[config.mk]
export PLATFORM = sky130hd
export DESIGN_NAME = cfg_cmd_exec
export DESIGN_NICKNAME = d
export VERILOG_FILES = /design/src/rtl/cfg_cmd_exec.sv
export SDC_FILE = /design/constraint.sdc
export NUM_CORES = 1
export LEC_CHECK = 0
export BUFFER_PORTS_ARGS = -buffer_cell sky130_fd_sc_hd__buf_4
export CAP_MARGIN = 20
export CORE_ASPECT_RATIO = 1.75
export CORE_UTILIZATION = 35
export CTS_CLUSTER_DIAMETER = 50
export CTS_CLUSTER_SIZE = 12
export DETAILED_ROUTE_END_ITERATION = 10
export GPL_TIMING_DRIVEN = 0
export PLACE_DENSITY = 0.61
export SLEW_MARGIN = 30
export SYNTH_ARGS = -nofsm -noshare
export SYNTH_HDL_FRONTEND = slang
export SYNTH_SLANG_ARGS = --single-unit
[constraint.sdc]
create_clock -name clk -period 5.35 [get_ports clk]
set_clock_uncertainty 0.15 [all_clocks]
set_input_delay 1.07 -clock clk [delete_from_list [all_inputs] [get_ports clk]]
set_output_delay 1.07 -clock clk [all_outputs]
set_load 0.03 [all_outputs]
[src/rtl/cfg_cmd_exec.sv]
// Configuration command executor: consumes 24-bit frames, runs WRITE/READ/FIRE/STATUS,
// returns a 16-bit response and drives the configuration register bank and fire pulse.
module cfg_cmd_exec #(
    parameter logic [15:0] ACK_VAL  = 16'hA5A5,
    parameter logic [15:0] NAK_VAL  = 16'hEEEE,
    parameter logic [15:0] BUSY_VAL = 16'hBBBB
) (
    input  logic         clk,
    input  logic         rst_n,
    input  logic         frm_rdy_i,
    input  logic [23:0]  cfg_data_i,
    output logic         clr_frm_rdy_o,
    output logic         snd_rsp_o,
    output logic [15:0]  rsp_data_o,
    output logic [127:0] cfg_regs_o,
    output logic         fire_o,
    output logic         busy_o
);

    typedef enum logic [1:0] {StIdle, StExec, StResp} state_e;

    localparam logic [3:0] OpWrite  = 4'h1;
    localparam logic [3:0] OpRead   = 4'h2;
    localparam logic [3:0] OpFire   = 4'h3;
    localparam logic [3:0] OpStatus = 4'h4;

    state_e            state_q, state_d;
    logic [23:0]       cmd_q, cmd_d;
    logic [7:0][15:0]  regs_q, regs_d;
    logic [15:0]       rsp_q, rsp_d;
    logic [11:0]       cnt_q, cnt_d;
    logic [15:0]       fire_cnt_q, fire_cnt_d;

    logic [3:0]  cmd_op;
    logic [2:0]  cmd_idx;
    logic        addr_ok;
    logic [15:0] cmd_data;

    assign cmd_op   = cmd_q[23:20];
    assign addr_ok  = ~cmd_q[19];
    assign cmd_idx  = cmd_q[18:16];
    assign cmd_data = cmd_q[15:0];

    assign cfg_regs_o = regs_q;
    assign rsp_data_o = rsp_q;
    assign fire_o     = (fire_cnt_q != 16'd0);
    assign busy_o     = (state_q != StIdle);

    always_comb begin
        state_d       = state_q;
        cmd_d         = cmd_q;
        regs_d        = regs_q;
        rsp_d         = rsp_q;
        cnt_d         = cnt_q;
        // Pulse counter free-runs so commands keep flowing during a pulse.
        fire_cnt_d    = fire_o ? fire_cnt_q - 16'd1 : 16'd0;
        clr_frm_rdy_o = 1'b0;
        snd_rsp_o     = 1'b0;

        case (state_q)
            StIdle: begin
                if (frm_rdy_i) begin
                    clr_frm_rdy_o = 1'b1;
                    cmd_d         = cfg_data_i;
                    state_d       = StExec;
                end
            end
            StExec: begin
                state_d = StResp;
                case (cmd_op)
                    OpWrite: begin
                        if (addr_ok) begin
                            regs_d[cmd_idx] = cmd_data;
                            rsp_d           = ACK_VAL;
                            cnt_d           = cnt_q + 12'd1;
                        end else begin
                            rsp_d = NAK_VAL;
                        end
                    end
                    OpRead: begin
                        if (addr_ok) begin
                            rsp_d = regs_q[cmd_idx];
                            cnt_d = cnt_q + 12'd1;
                        end else begin
                            rsp_d = NAK_VAL;
                        end
                    end
                    OpFire: begin
                        if (fire_o) begin
                            rsp_d = BUSY_VAL;
                        end else begin
                            fire_cnt_d = cmd_data;
                            rsp_d      = ACK_VAL;
                            cnt_d      = cnt_q + 12'd1;
                        end
                    end
                    OpStatus: begin
                        rsp_d = {fire_o, 3'b000, cnt_q};
                        cnt_d = cnt_q + 12'd1;
                    end
                    default: rsp_d = NAK_VAL;
                endcase
            end
            StResp: begin
                snd_rsp_o = 1'b1;
                state_d   = StIdle;
            end
            default: state_d = StIdle;
        endcase
    end

    always_ff @(posedge clk or negedge rst_n) begin
        if (!rst_n) begin
            state_q    <= StIdle;
            cmd_q      <= '0;
            regs_q     <= '0;
            rsp_q      <= '0;
            cnt_q      <= '0;
            fire_cnt_q <= '0;
        end else begin
            state_q    <= state_d;
            cmd_q      <= cmd_d;
            regs_q     <= regs_d;
            rsp_q      <= rsp_d;
            cnt_q      <= cnt_d;
            fire_cnt_q <= fire_cnt_d;
        end
    end

endmodule

---- Word-level counts from Yosys, hierarchy flattened ----
Cells that the tools add are included.
word-level totals
  bits in registers ....................... 198
  input port bits ......................... 27
  output and inout bits ................... 148
cells by class
  $add $sub $neg .......................... 2
  $lt $le $gt $ge ......................... 2
  equality and inequality tests ........... 9
  muxes and demuxes ....................... 21
  bitwise operators ....................... 1
  reductions and logical operators ........ 9
operators by type and width
  operator                                                               count
  128-bit bitwise mux                                                    1
  16-bit 2-to-1 mux                                                      7
  16-bit case mux with 4 select lines                                    1
  16-bit binary-select mux with 3-bit select                             1
  16-bit demux with 3-bit select                                         1
  12-bit case mux with 3 select lines                                    1
  12-bit 2-to-1 mux                                                      2
  16-bit nonzero test                                                    1
  16-bit by 1-bit subtractor with 16-bit output, second input constant   1
  15-bit 2-to-1 mux                                                      1
  13-bit 2-to-1 mux                                                      1
  12-bit by 1-bit adder with 12-bit output, second input constant        1
  4-bit by 2-bit equality test with 1-bit output, second input constant  2
  2-bit inequality test, second input constant                           3
  4-bit by 1-bit equality test with 1-bit output, second input constant  1
  4-bit by 3-bit equality test with 1-bit output, second input constant  1
  3-bit by 4-bit < comparator with 1-bit output, second input constant   1
  2-bit case mux with 2 select lines                                     1
  4-bit AND reduction                                                    1
  3-bit by 1-bit >= comparator with 1-bit output, second input constant  1
  1-bit 2-to-1 mux                                                       3
  3-bit AND reduction                                                    1
  3-bit nonzero test                                                     1
  2-bit by 1-bit equality test with 1-bit output, second input constant  1
  other kinds (8)                                                        8

---- Longest topological paths before layout ----
  depth in word-level cells ............... 5
  mapped depth ............................ 8

---- Least setup slack after synthesis ----
Ideal clock, no wire load.
  path kind ............................... in2out
  from .................................... input port frm_rdy_i
  to ...................................... output port clr_frm_rdy_o
  arrival time ............................ 1.854 ns
  required time ........................... 4.130 ns
  setup slack ............................. 2.276 ns
  cell stages on the path ................. 3
  buffers on the path ..................... 1
  cells stage by stage .................... inv_1 > nor2_1 > buf_2
on the way
  longest elaborated chain between the ends .. 2
RTL lines
  what              RTL line  text
  from (decl)       10        input logic frm_rdy_i,
  1-bit 2-to-1 mux  62        if (frm_rdy_i) begin
  1-bit 2-to-1 mux  60        case (state_q)
  to (decl)         12        output logic clr_frm_rdy_o,
No other way between the ends.

---- Worst setup path in the final report ----
  from .................................... register fire_cnt_q[0]
  to ...................................... output port fire_o
on the way
  longest elaborated chain between the ends .. 1
RTL lines
  what                    RTL line  text
  from (decl)             32        logic [15:0] fire_cnt_q, fire_cnt_d;
  from (signal assigned)  126       fire_cnt_q <= fire_cnt_d;
  16-bit nonzero test     46        assign fire_o = (fire_cnt_q != 16'd0);
  to (decl)               16        output logic fire_o,
No other way between the ends.

==> run metrics <==
Num CTS Buffers 17; TritonRoute pass-1 iters 5; Total Wirelength 27.7 mm; slew margin rel. 0.444; Largest stage delay, worst path 0.42 ns; Max Slew Vio Count 0; worst slew pin tran 0.833 ns; required time of the critical path 4.13 ns; Core ar. 25900 µm²; worst setup path category register to output pin; FMAX 0.264 GHz; worst skew pair latency 0.46 ns; setup TNS 0 ns; Clk pin slew, worst setup/hold paths 0.08 ns; leakage 5.57 nW; Clock power frac 0.269; Worst EP arrival 2.56 ns; fillers 2392; fin crit share 0.707; n_diodes 0; post-synth top area cell dfrtp_1; CTS Hold Bufs 0; mapped cell area 9220 µm²; pwr dens 442 nW/µm²; clock tree from TritonCTS built; Die Ht 217 µm; Congestion Overflow GR 0; largest net degree at the start of global routing 85; dominant synthesized flop cell dfrtp_1; CTS resizes 0; most frequent cell after synthesis dfrtp_1; GP Congestion 0.859; # DRC 0; Tot GR Track Use 0.211; final hold slack 0.329 ns; Warnings, synthesis 0; initial core utilization 0.357; outcome complete, no violations; Critical path buffers and inverters 3; Final Hold Fails 0; layout cells sized above 1 0.513; slowest CP cell nor4_4; Post-DP HPWL 20.4 mm; drt via density 5.23; antenna viol nets, final 0; number of sinks on the clock net 198; Post-synth EDFFs 0; initial antenna violation count 0; Max FO, Critical Path 7; Synth cell types 62; Layout area overhead 26.0%; via count 6237; Synth Instances 666; Net Sw Power 1.85 mW; fraction of registers with async set/reset 1.00; area share of the largest cell type after synthesis 0.537; Port Buf Inserts 174; Net Count, Synth 695; Sequential cell area 4950 µm²; global-route wire length before repair 41.4 mm; final setup vio count 0; Peak VDD IR 0.249 mV; RSZ-0062 raised after global routing no; Setup crit start kind register; crit path time final 3.78 ns; drt wl/cell 23.2 µm; Net count, final 890; internal cell power 3.28 mW; initial DRC count 356; vias in the first global route 6484; fin util 0.449; Crit. End Element output pin; area of the multi-input gates 3970 µm²; Area contributors post-synth dfrtp_1 54%, mux2_2 17%, mux4_2 6.8%; die area 27000 µm²; Gate power share 0.330; die span in x 125 µm; Top delay family on crit path simple AND/OR/NAND/NOR gates; # rows 78; register area share after synthesis 0.537; Post-CTS Setup Repair Bufs 0; Cell Chain, Critical Path inv_1 -> ha_1 -> nor3b_2 -> nand4_1 -> nor4_4 -> inv_2 -> buf_4; I/O pin total 175; worst hold path type register to register; dpl cell area 11000 µm²; H-tree levels 4; FF+latch count, synth 198; top cells by count, synth 198 x dfrtp_1, 141 x mux2_2, 29 x nor2_1; Avg Cell Area, Syn 13.8 µm²; root buffer cell clkbuf_16; fin area 11600 µm²; Sw Share 0.360; share of power burned in registers 0.401; CTS max path bufs 2; max-cap violations 0
[worst paths after layout]
kind                       slack, ns                    start  cells after the start                         end
max                             1.57  fire_cnt_q[0]$_DFF_PN0_                      7                      fire_o
min                             0.33    cnt_q[11]$_DFFE_PN0P_                      1       cnt_q[11]$_DFFE_PN0P_
max reg2reg                     2.39    cmd_q[17]$_DFFE_PN0P_                      5  rsp_data_o[13]$_DFFE_PN0N_
min reg2reg                     0.33    cnt_q[11]$_DFFE_PN0P_                      1       cnt_q[11]$_DFFE_PN0P_
max in group asynchronous       3.87                    rst_n                      2        cnt_q[8]$_DFFE_PN0P_
min in group asynchronous       0.39                    rst_n                      1        cmd_q[9]$_DFFE_PN0P_
[per-stage QoR]
step	cells	total power [mW]	worst slack (ns)
2_1_floorplan	666	3.11	2.28
5_1_grt	1193	5.36	1.40
4_1_cts	1193	5.19	1.52
3_3_place_gp	1160	3.76	1.26
6_report	1193	5.13	1.57
3_5_place_dp	1162	3.79	1.65
[layout by cell type (no fill, tap or decap), drive strengths merged, types with 4 or more instances in the layout]
cell type	instances
buf	211
dfrtp	198
mux2	161
clkbuf	37
nor2	30
mux4	28
a21oi	26
nand2	26
o21ai	23
xnor2	16
nand3	16
mux2i	10
inv	10
nor3	7
xor2	6
nor3b	6
nand4	5
and3	4
a31oi	4
nor4	4
[registers in the layout, indices dropped and copies added, names as in the netlist]
name and cells:
fire_cnt_q 16, cmd_q 24, rsp_data_o 16, cfg_regs_o 128
state_q 2, cnt_q 12
[power by group through the flow]
stage                     clock network, mW  logic, mW  registers, mW
final                                  1.38       1.69           2.06
after global routing                   1.45       1.81           2.10
after CTS                              1.41       1.72           2.06
after detailed placement                  0       1.71           2.08
after global placement                    0       1.69           2.08
after floorplan                           0      0.732           2.38
[layout make-up]
class	instances	share of cell area
well taps	320	0.0345
clock buffers	22	0.0417
multi-input cells	411	0.341
flip-flops and latches	198	0.427
repair buffers	176	0.118
inverters	7	0.00226
clock inverters	9	0.0120
plain buffers	50	0.0238
[cells by family (layout without fill, tap and decap cells)]
kind of cell	count (synthesis)	after routing	share of synthesized area
mux	199	199	0.284
flops	198	198	0.537
compound gates	68	68	0.0436
fa+ha+maj	2	2	0.00271
simple gates	120	120	0.0787
xor+xnor	22	22	0.0209
buf+inv	57	264	0.0328
[metal layers]
layer | share of wire | track usage | vias up | wire length [µm]
met5 | 0 | 0 | - | 0
met4 | 0.032 | 0.0847 | 0 | 883
met3 | 0.051 | 0.0494 | 40 | 1410
met2 | 0.53 | 0.381 | 190 | 14800
met1 | 0.38 | 0.237 | 3201 | 10600
li1 | - | - | 2806 | -
No activity file was read; power rests on OpenSTA's default activity.
